--- config.mk ---
export PLATFORM = sky130hd
export DESIGN_NAME = uart_tx_ctrl
export DESIGN_NICKNAME = d
export VERILOG_FILES = /design/src/rtl/uart_tx_pkg.sv /design/src/rtl/uart_tx_serializer.sv /design/src/rtl/uart_tx_ctrl.sv
export SDC_FILE = /design/constraint.sdc
export NUM_CORES = 1
export LEC_CHECK = 0
export ABC_AREA = 1
export BUFFER_PORTS_ARGS = -buffer_cell sky130_fd_sc_hd__buf_2
export CAP_MARGIN = 25
export CORE_AREA = 3 3 42 52
export DETAILED_ROUTE_END_ITERATION = 7
export DIE_AREA = 0 0 45 55
export PLACE_DENSITY = 0.74
export SLEW_MARGIN = 20
export SYNTH_ARGS = -nofsm -noshare
export SYNTH_HDL_FRONTEND = slang
export SYNTH_SLANG_ARGS = --single-unit
--- constraint.sdc ---
create_clock -name CLK -period 1.8 [get_ports CLK]
set_input_delay 0.36 -clock CLK [delete_from_list [all_inputs] [get_ports CLK]]
set_output_delay 0.36 -clock CLK [all_outputs]
set_load 0.01 [all_outputs]
--- src/rtl/uart_tx_pkg.sv ---
// Shared definitions for the UART transmit controller: FSM states, TX mux
// select encodings and parity type constants.
package uart_tx_pkg;

  typedef enum logic [2:0] {
    ST_IDLE   = 3'd0,
    ST_START  = 3'd1,
    ST_DATA   = 3'd2,
    ST_PARITY = 3'd3,
    ST_STOP   = 3'd4
  } state_t;

  localparam logic [2:0] MUX_START = 3'b000;
  localparam logic [2:0] MUX_DATA  = 3'b001;
  localparam logic [2:0] MUX_PAR   = 3'b010;
  localparam logic [2:0] MUX_STOP  = 3'b011;
  localparam logic [2:0] MUX_IDLE  = 3'b101;

  localparam logic PAR_EVEN = 1'b0;
  localparam logic PAR_ODD  = 1'b1;

  function automatic logic [2:0] mux_decode(input state_t s);
    logic [2:0] sel;
    sel = MUX_IDLE;
    case (s)
      ST_START:  sel = MUX_START;
      ST_DATA:   sel = MUX_DATA;
      ST_PARITY: sel = MUX_PAR;
      ST_STOP:   sel = MUX_STOP;
      default:   sel = MUX_IDLE;
    endcase
    return sel;
  endfunction

endpackage

--- src/rtl/uart_tx_serializer.sv ---
// Payload latch and LSB-first bit selector for the UART transmitter.
// ser_data follows the indexed bit while shifting and holds the last one otherwise.
module uart_tx_serializer #(
  parameter int DATA_WIDTH = 8
) (
  input  logic                  clk,
  input  logic                  rst,
  input  logic                  load,
  input  logic                  shift_en,
  input  logic [DATA_WIDTH-1:0] p_data,
  output logic                  ser_data,
  output logic                  last_bit
);

  localparam int CW = $clog2(DATA_WIDTH);

  logic [DATA_WIDTH-1:0] data_q;
  logic [CW-1:0]         cnt;
  logic                  hold_q;

  assign last_bit = (cnt == CW'(DATA_WIDTH - 1));
  assign ser_data = shift_en ? data_q[cnt] : hold_q;

  always_ff @(posedge clk) begin
    if (rst) begin
      data_q <= '0;
      cnt    <= '0;
      hold_q <= 1'b0;
    end else begin
      if (load) begin
        data_q <= p_data;
      end
      if (shift_en) begin
        hold_q <= data_q[cnt];
        cnt    <= last_bit ? '0 : cnt + CW'(1);
      end
    end
  end

endmodule

--- src/rtl/uart_tx_ctrl.sv ---
// UART transmit controller: frame FSM, parity and busy generation, with the
// payload serializer as a sub-block. mux_sel is decoded from the state register only.
module uart_tx_ctrl
  import uart_tx_pkg::*;
#(
  parameter int DATA_WIDTH = 8
) (
  input  logic                  CLK,
  input  logic                  RST,
  input  logic [DATA_WIDTH-1:0] P_DATA,
  input  logic                  Data_Valid,
  input  logic                  PAR_EN,
  input  logic                  PAR_TYP,
  output logic [2:0]            mux_sel,
  output logic                  ser_data,
  output logic                  par_bit,
  output logic                  busy
);

  state_t state, state_next;
  logic   par_en_q;
  logic   accept;
  logic   shift_en;
  logic   last_bit;

  assign accept   = Data_Valid && ((state == ST_IDLE) || (state == ST_STOP));
  assign shift_en = (state == ST_DATA);
  assign mux_sel  = mux_decode(state);

  always_comb begin
    state_next = state;
    case (state)
      ST_IDLE:   state_next = accept ? ST_START : ST_IDLE;
      ST_START:  state_next = ST_DATA;
      ST_DATA:   if (last_bit) state_next = par_en_q ? ST_PARITY : ST_STOP;
      ST_PARITY: state_next = ST_STOP;
      ST_STOP:   state_next = accept ? ST_START : ST_IDLE;
      default:   state_next = ST_IDLE;
    endcase
  end

  // Parity is taken from the same P_DATA word the serializer latches, so it
  // equals the reduction of the latched payload for the whole frame.
  always_ff @(posedge CLK) begin
    if (RST) begin
      state    <= ST_IDLE;
      busy     <= 1'b0;
      par_en_q <= 1'b0;
      par_bit  <= 1'b0;
    end else begin
      state <= state_next;
      busy  <= (state_next == ST_START) || (state_next == ST_DATA) ||
               (state_next == ST_PARITY);
      if (accept) begin
        par_en_q <= PAR_EN;
        par_bit  <= (^P_DATA) ^ (PAR_TYP == PAR_ODD);
      end
    end
  end

  uart_tx_serializer #(
    .DATA_WIDTH(DATA_WIDTH)
  ) u_serializer (
    .clk      (CLK),
    .rst      (RST),
    .load     (accept),
    .shift_en (shift_en),
    .p_data   (P_DATA),
    .ser_data (ser_data),
    .last_bit (last_bit)
  );

endmodule

; ---- Word level (Yosys, flattened, before mapping)
; Cells that the tools add are included.
[word_totals]
reg_bits = 18
latch_bits = 0
mem_bits_rw = 0
rom_bits = 0
in_bits = 13
out_inout_bits = 6
memories = 0
[classes]
add_sub_neg = 1
n_mul = 0
n_div = 0
order_cmp = 1
n_eq_ne = 8
shifts = 0
muxes = 9
bitwise = 1
n_reduce_logical = 7
[op_table]
columns = operator, n
row1 = $pmux 3 s4, 2
row2 = $eq 3x2->1 const B, 4
row3 = $mux 3, 3
row4 = $reduce_xor 8->1, 1
row5 = $eq 3x1->1 const B, 2
row6 = $eq 3x3->1 const B, 2
row7 = $lt 3x4->1 const B, 1
row8 = $add 3x1->3 const B, 1
row9 = $bmux 1 s3, 1
row10 = $logic_not 3->1, 1
row11 = $logic_or 1x1->1, 3
row12 = $mux 1, 3
row13 = $reduce_or 2->1, 1
row14 = $logic_and 1x1->1, 1
row15 = $xor 1x1->1, 1

; ---- Longest topological paths before layout
[logic_depth]
depth_word = 8
ltp_mapped = 10

; ---- Cells and area by module
; A second synthesis with hierarchy kept.
[unflattened]
cells_unflattened = 146
area_unflattened_um2 = 963.4
[modules_own_cells]
columns = module, instances, cells_per_inst, area_each_um2, seq_area_each_um2
row1 = uart_tx_serializer, 1, 71, 543.0, 240.2
row2 = uart_tx_ctrl, 1, 75, 420.4, 120.1

; ---- Least setup slack after synthesis
; OpenSTA, ideal clock, no wires.
[synth_timing]
path_type = register -> register
startpoint = register u_serializer.cnt[0]
endpoint = register busy
setup_ps = 127
t_arrival_ps = 1242
required_ps = 1673
path_slack_ps = 431
stages_incl_launch_ff = 7
path_buffers = 0
period_less_slack_ps = 1369
cell_sequence = dfxtp_1 > ha_1 > ha_1 > inv_1 > or2_2 > a21oi_1 > a31oi_1
[synth_between]
elab_chain_cells = 6
word_cells_on_any_way = 8
classes_between = 4 x eq/ne / 2 x mux / 2 x reduce/logical
[synth_rtl]
columns = item, line_no
row1 = start: declaration, uart_tx_serializer.sv:18  ; logic [CW-1:0] cnt;
row2 = start signal: assignment, uart_tx_serializer.sv:35  ; cnt <= last_bit ? '0 : cnt + CW'(1);
row3 = $eq 3x3->1 *, uart_tx_serializer.sv:21  ; assign last_bit = (cnt == CW'(DATA_WIDTH - 1));
row4 = $mux 3 *, uart_tx_ctrl.sv:35  ; ST_DATA: if (last_bit) state_next = par_en_q ? ST_PARITY : ST_STOP;
row5 = $pmux 3 s4 *, uart_tx_ctrl.sv:32  ; case (state)
row6 = $eq 3x1->1 / $eq 3x2->1 (equally long branches), uart_tx_ctrl.sv:52  ; busy <= (state_next == ST_START) || (state_next == ST_DATA) ||
row7 = $logic_or 1x1->1, uart_tx_ctrl.sv:52
row8 = $logic_or 1x1->1 *, uart_tx_ctrl.sv:52
row9 = end signal: assignment, uart_tx_ctrl.sv:52
row10 = end: declaration, uart_tx_ctrl.sv:17  ; output logic busy
; Mark *: on every way between the ends. The rest lies on a longest branch, timed or not.
; A chain may end at the register's enable or synchronous reset.

; ---- Worst setup path after layout
[layout_timing]
startpoint = register u_serializer.cnt[0]
endpoint = output port ser_data
[layout_between]
elab_chain_cells = 3
[layout_rtl]
columns = item, line_no
row1 = $bmux 1 s3, uart_tx_serializer.sv:22  ; assign ser_data = shift_en ? data_q[cnt] : hold_q;
row2 = $mux 1 (not written as such), uart_tx_serializer.sv:22
row3 = $mux 1, uart_tx_serializer.sv:22
row4 = end: declaration, uart_tx_ctrl.sv:15  ; output logic ser_data,
; No other way between the ends. The select of a mux whose other input is x is not followed.

==> results.tsv <==
stage	metric	value	unit
synthesis	synth_top_cell_area_share	40.2	%
finish	final_cells	169	
place	post-place-ws	348	ps
synthesis	yosysMostFrequentCell	nand2_1	
clock_tree	clkTransAtPathRegs	100	ps
sta	fin_ws	113	ps
critical_path	crit_arrival	1330	ps
place	dpl_cell_area	995	sq um
place	dp_hpwl	1.38	mm
critical_path	reg2reg_slack	360	ps
finish	multi_input_area	447	sq um
floorplanning	die_h	55	um
synthesis	syn_nets	145	
finish	nets	166	
synthesis	ys_types	22	
clock_tree	cts_root_buf	clkbuf_4	
flow_run	cap_viol_max_count	0	
min_path	hp-start	RST	
synthesis	netlist_instances	130	
routing	initialDrtViolationCount	8	
clock_tree	cts_buffer_depth	2	
routing	viasPerCell	5.08	
floorplanning	die_w	45	um
synthesis	synthArstFlopShare	0	%
sta	finalCriticalPeriod	1690	ps
critical_path	worstPathMaxFanout	6	
sta	tns	0	ps
run_status	status	finished, final reports clean	
min_path	min_to	u_serializer.hold_q	
synthesis	synth_edf_count	0	
finish	diodes	0	
synthesis	synth_ff_type	dfxtp_1	
global_routing	grt_pass1_wl	2.97	mm
place	io_buffers	18	
global_routing	grtUsageTotal	16.3	%
critical_path	critPathKind	register to output pin	
pwr	power_density	834	nW/um^2
critical_path	critical_path_required	1440	ps
clock_tree	numCtsBuffers	3	
sta	rsz0062_at_grt	false	
global_routing	grt_pass1_vias	749	
floorplanning	core_area	1790	sq um
clock_tree	cts_max_level	1	
synthesis	synth_seq_area_share	40.2	%
finish	regArea	364	sq um
finish	final_area	1030	sq um
critical_path	cp-start-kind	register	
synthesis	synthTopCellsByArea	dfxtp_1 (40%), nand2_1 (10%), o21ai_0 (9.5%)	
finish	drive_gt1_share	20.0	%
synthesis	syn_avg_cell_area	6.89	sq um
routing	drtPass1Iterations	4	
synthesis	syn-cell-area	896	sq um
critical_path	r2r-end	busy	
sta	finalMaxSlewViolations	0	
routing	drtAntennaViolNets	0	
floorplanning	num_rows	17	
place	gp_congestion	0.818	
sta	worst_pin_slew	276	ps
finish	nFillCells	183	
critical_path	r2r-start	u_serializer.cnt[1]	
floorplanning	start_util	50.1	%
sta	relSlewSlack	81.6	%
routing	wl_per_cell	9.92	um
global_routing	overflow	0	
synthesis	ys_seq_elements	18	
place	placed_cells	165	
critical_path	cp-end-kind	output pin	
min_path	worstHoldPathType	input pin to register	
clock_tree	cts_tree	yes	
global_routing	grt_max_degree	18	
synthesis	yosysWarningCount	0	
sta	final.setup_skew	2.14	ps
synthesis	synth.top_cells.by_count	nand2_1 (25), dfxtp_1 (18), inv_1 (17), nor2_1 (17), o21ai_0 (17)	
floorplanning	fp.dieArea	2480	sq um
clock_tree	cts_setup_buffers	0	
pwr	irDropWorstVdd	0.531	mV
clock_tree	clk_latency	290	ps
sta	setup_viol	0	
critical_path	reg2regPathDepth	6	
pwr	power_leakage	0.519	nW
floorplanning	io-pin-count	19	
synthesis	synth_top_cell_by_area	dfxtp_1	
routing	wl	1.68	mm
clock_tree	cts.sinks	18	
sta	period_share	93.7	%
finish	area_delta_synth_final	15.5	%
global_routing	grt_antenna_before_repair	0	
routing	vias	858	
sta	hold_viol	0	
finish	post-route-util	57.9	%
sta	fmax	593	MHz
min_path	hold_depth	2	
routing	drc_errors	0	
==> stage by stage <==
stage	total power (W)	hold WS, ps
5_1_grt	0.000922	326
3_3_place_gp	0.000624	464
6_report	0.000863	308
2_1_floorplan	0.000578	429
3_5_place_dp	0.000631	472
4_1_cts	0.000875	300
==> repair_timing <==
action	4_1_cts	5_1_grt
setup endpoints to repair	0	1
resized for setup	0	3
hold endpoints to repair	0	0
hold buffers	0	0
==> layer usage <==
layer | global-route usage [%] | vias to the layer above | wire (um)
li1 | - | 463 | -
met1 | 17.9 | 369 | 695
met2 | 30.0 | 22 | 854
met3 | 1.94 | 4 | 77
met4 | 8.78 | 0 | 48
met5 | 0 | - | 0
==> worst max-delay path: stages (launching register included) <==
cell,delay [ps]
dfxtp_4,380
inv_1,90
o21ai_0,180
o211ai_1,110
nand3_1,100
nand2_1,50
buf_2,130
==> cell usage in the layout (no fill, tap or decap) <==
| cell type | netlist | final |
|---|---|---|
| or2_2 | 1 | 1 |
| inv_1 | 17 | 17 |
| o211ai_1 | 1 | 1 |
| ha_1 | 2 | 2 |
| a21oi_1 | 13 | 13 |
| buf_2 | 0 | 18 |
| a31oi_1 | 1 | 1 |
| nand3_1 | 6 | 6 |
| inv_4 | 1 | 1 |
| xor2_1 | 1 | 1 |
| clkbuf_8 | 0 | 1 |
| clkbuf_4 | 0 | 3 |
| nor2_4 | 1 | 1 |
| dfxtp_4 | 0 | 1 |
| nor2_2 | 1 | 1 |
| nand2_4 | 1 | 1 |
| o21ai_1 | 0 | 1 |
| nor2_1 | 17 | 17 |
| inv_2 | 1 | 1 |
| a211oi_1 | 2 | 2 |
| nor3_1 | 1 | 1 |
| dfxtp_1 | 18 | 17 |
| nand2_2 | 1 | 1 |
| nand2_1 | 25 | 25 |
| o21ai_0 | 17 | 16 |
==> state kept, by name (all words and copies together) (netlist names) <==
name / flops
u_serializer.data_q: 8
state: 3
u_serializer.cnt: 3
busy: 1
par_bit: 1
par_en_q: 1
u_serializer.hold_q: 1
==> cell families (layout without fill, tap and decap cells) <==
group           Yosys count  count (layout)  synth area share [%]
simple gates             54              54                  26.1
compound gates           34              34                  20.0
buf+inv                  21              41                  9.92
flops                    18              18                  40.2
fa+ha+maj                 2               2                  2.79
xor+xnor                  1               1                 0.978
==> power by group <==
| group | switching (W) | internal [W] |
|---|---|---|
| sequential | 0.0000222 | 0.000432 |
| combinational | 0.000100 | 0.0000654 |
| clock | 0.000120 | 0.000123 |
| total | 0.000242 | 0.000620 |
==> area by class of cell <==
cell class | instances | share of cell area, %
Timing Repair Buffer | 18 | 8.71
Clock buffer | 4 | 3.51
Tap cell | 19 | 2.30
Sequential cell | 18 | 35.2
Inverter | 19 | 7.13
Multi-Input combinational cell | 91 | 43.2
==> worst max-delay path by stage <==
stage,from,endpoint,slack [ps],depth (start not counted)
2_1_floorplan,u_serializer.cnt[0],busy,430,6
5_1_grt,u_serializer.cnt[0],ser_data,10,6
4_1_cts,u_serializer.cnt[0],ser_data,30,6
3_3_place_gp,u_serializer.cnt[0],busy,400,6
3_5_place_dp,u_serializer.cnt[0],busy,350,6
6_report,u_serializer.cnt[0],ser_data,110,6
Note: power is estimated with default switching activity, not from simulation.
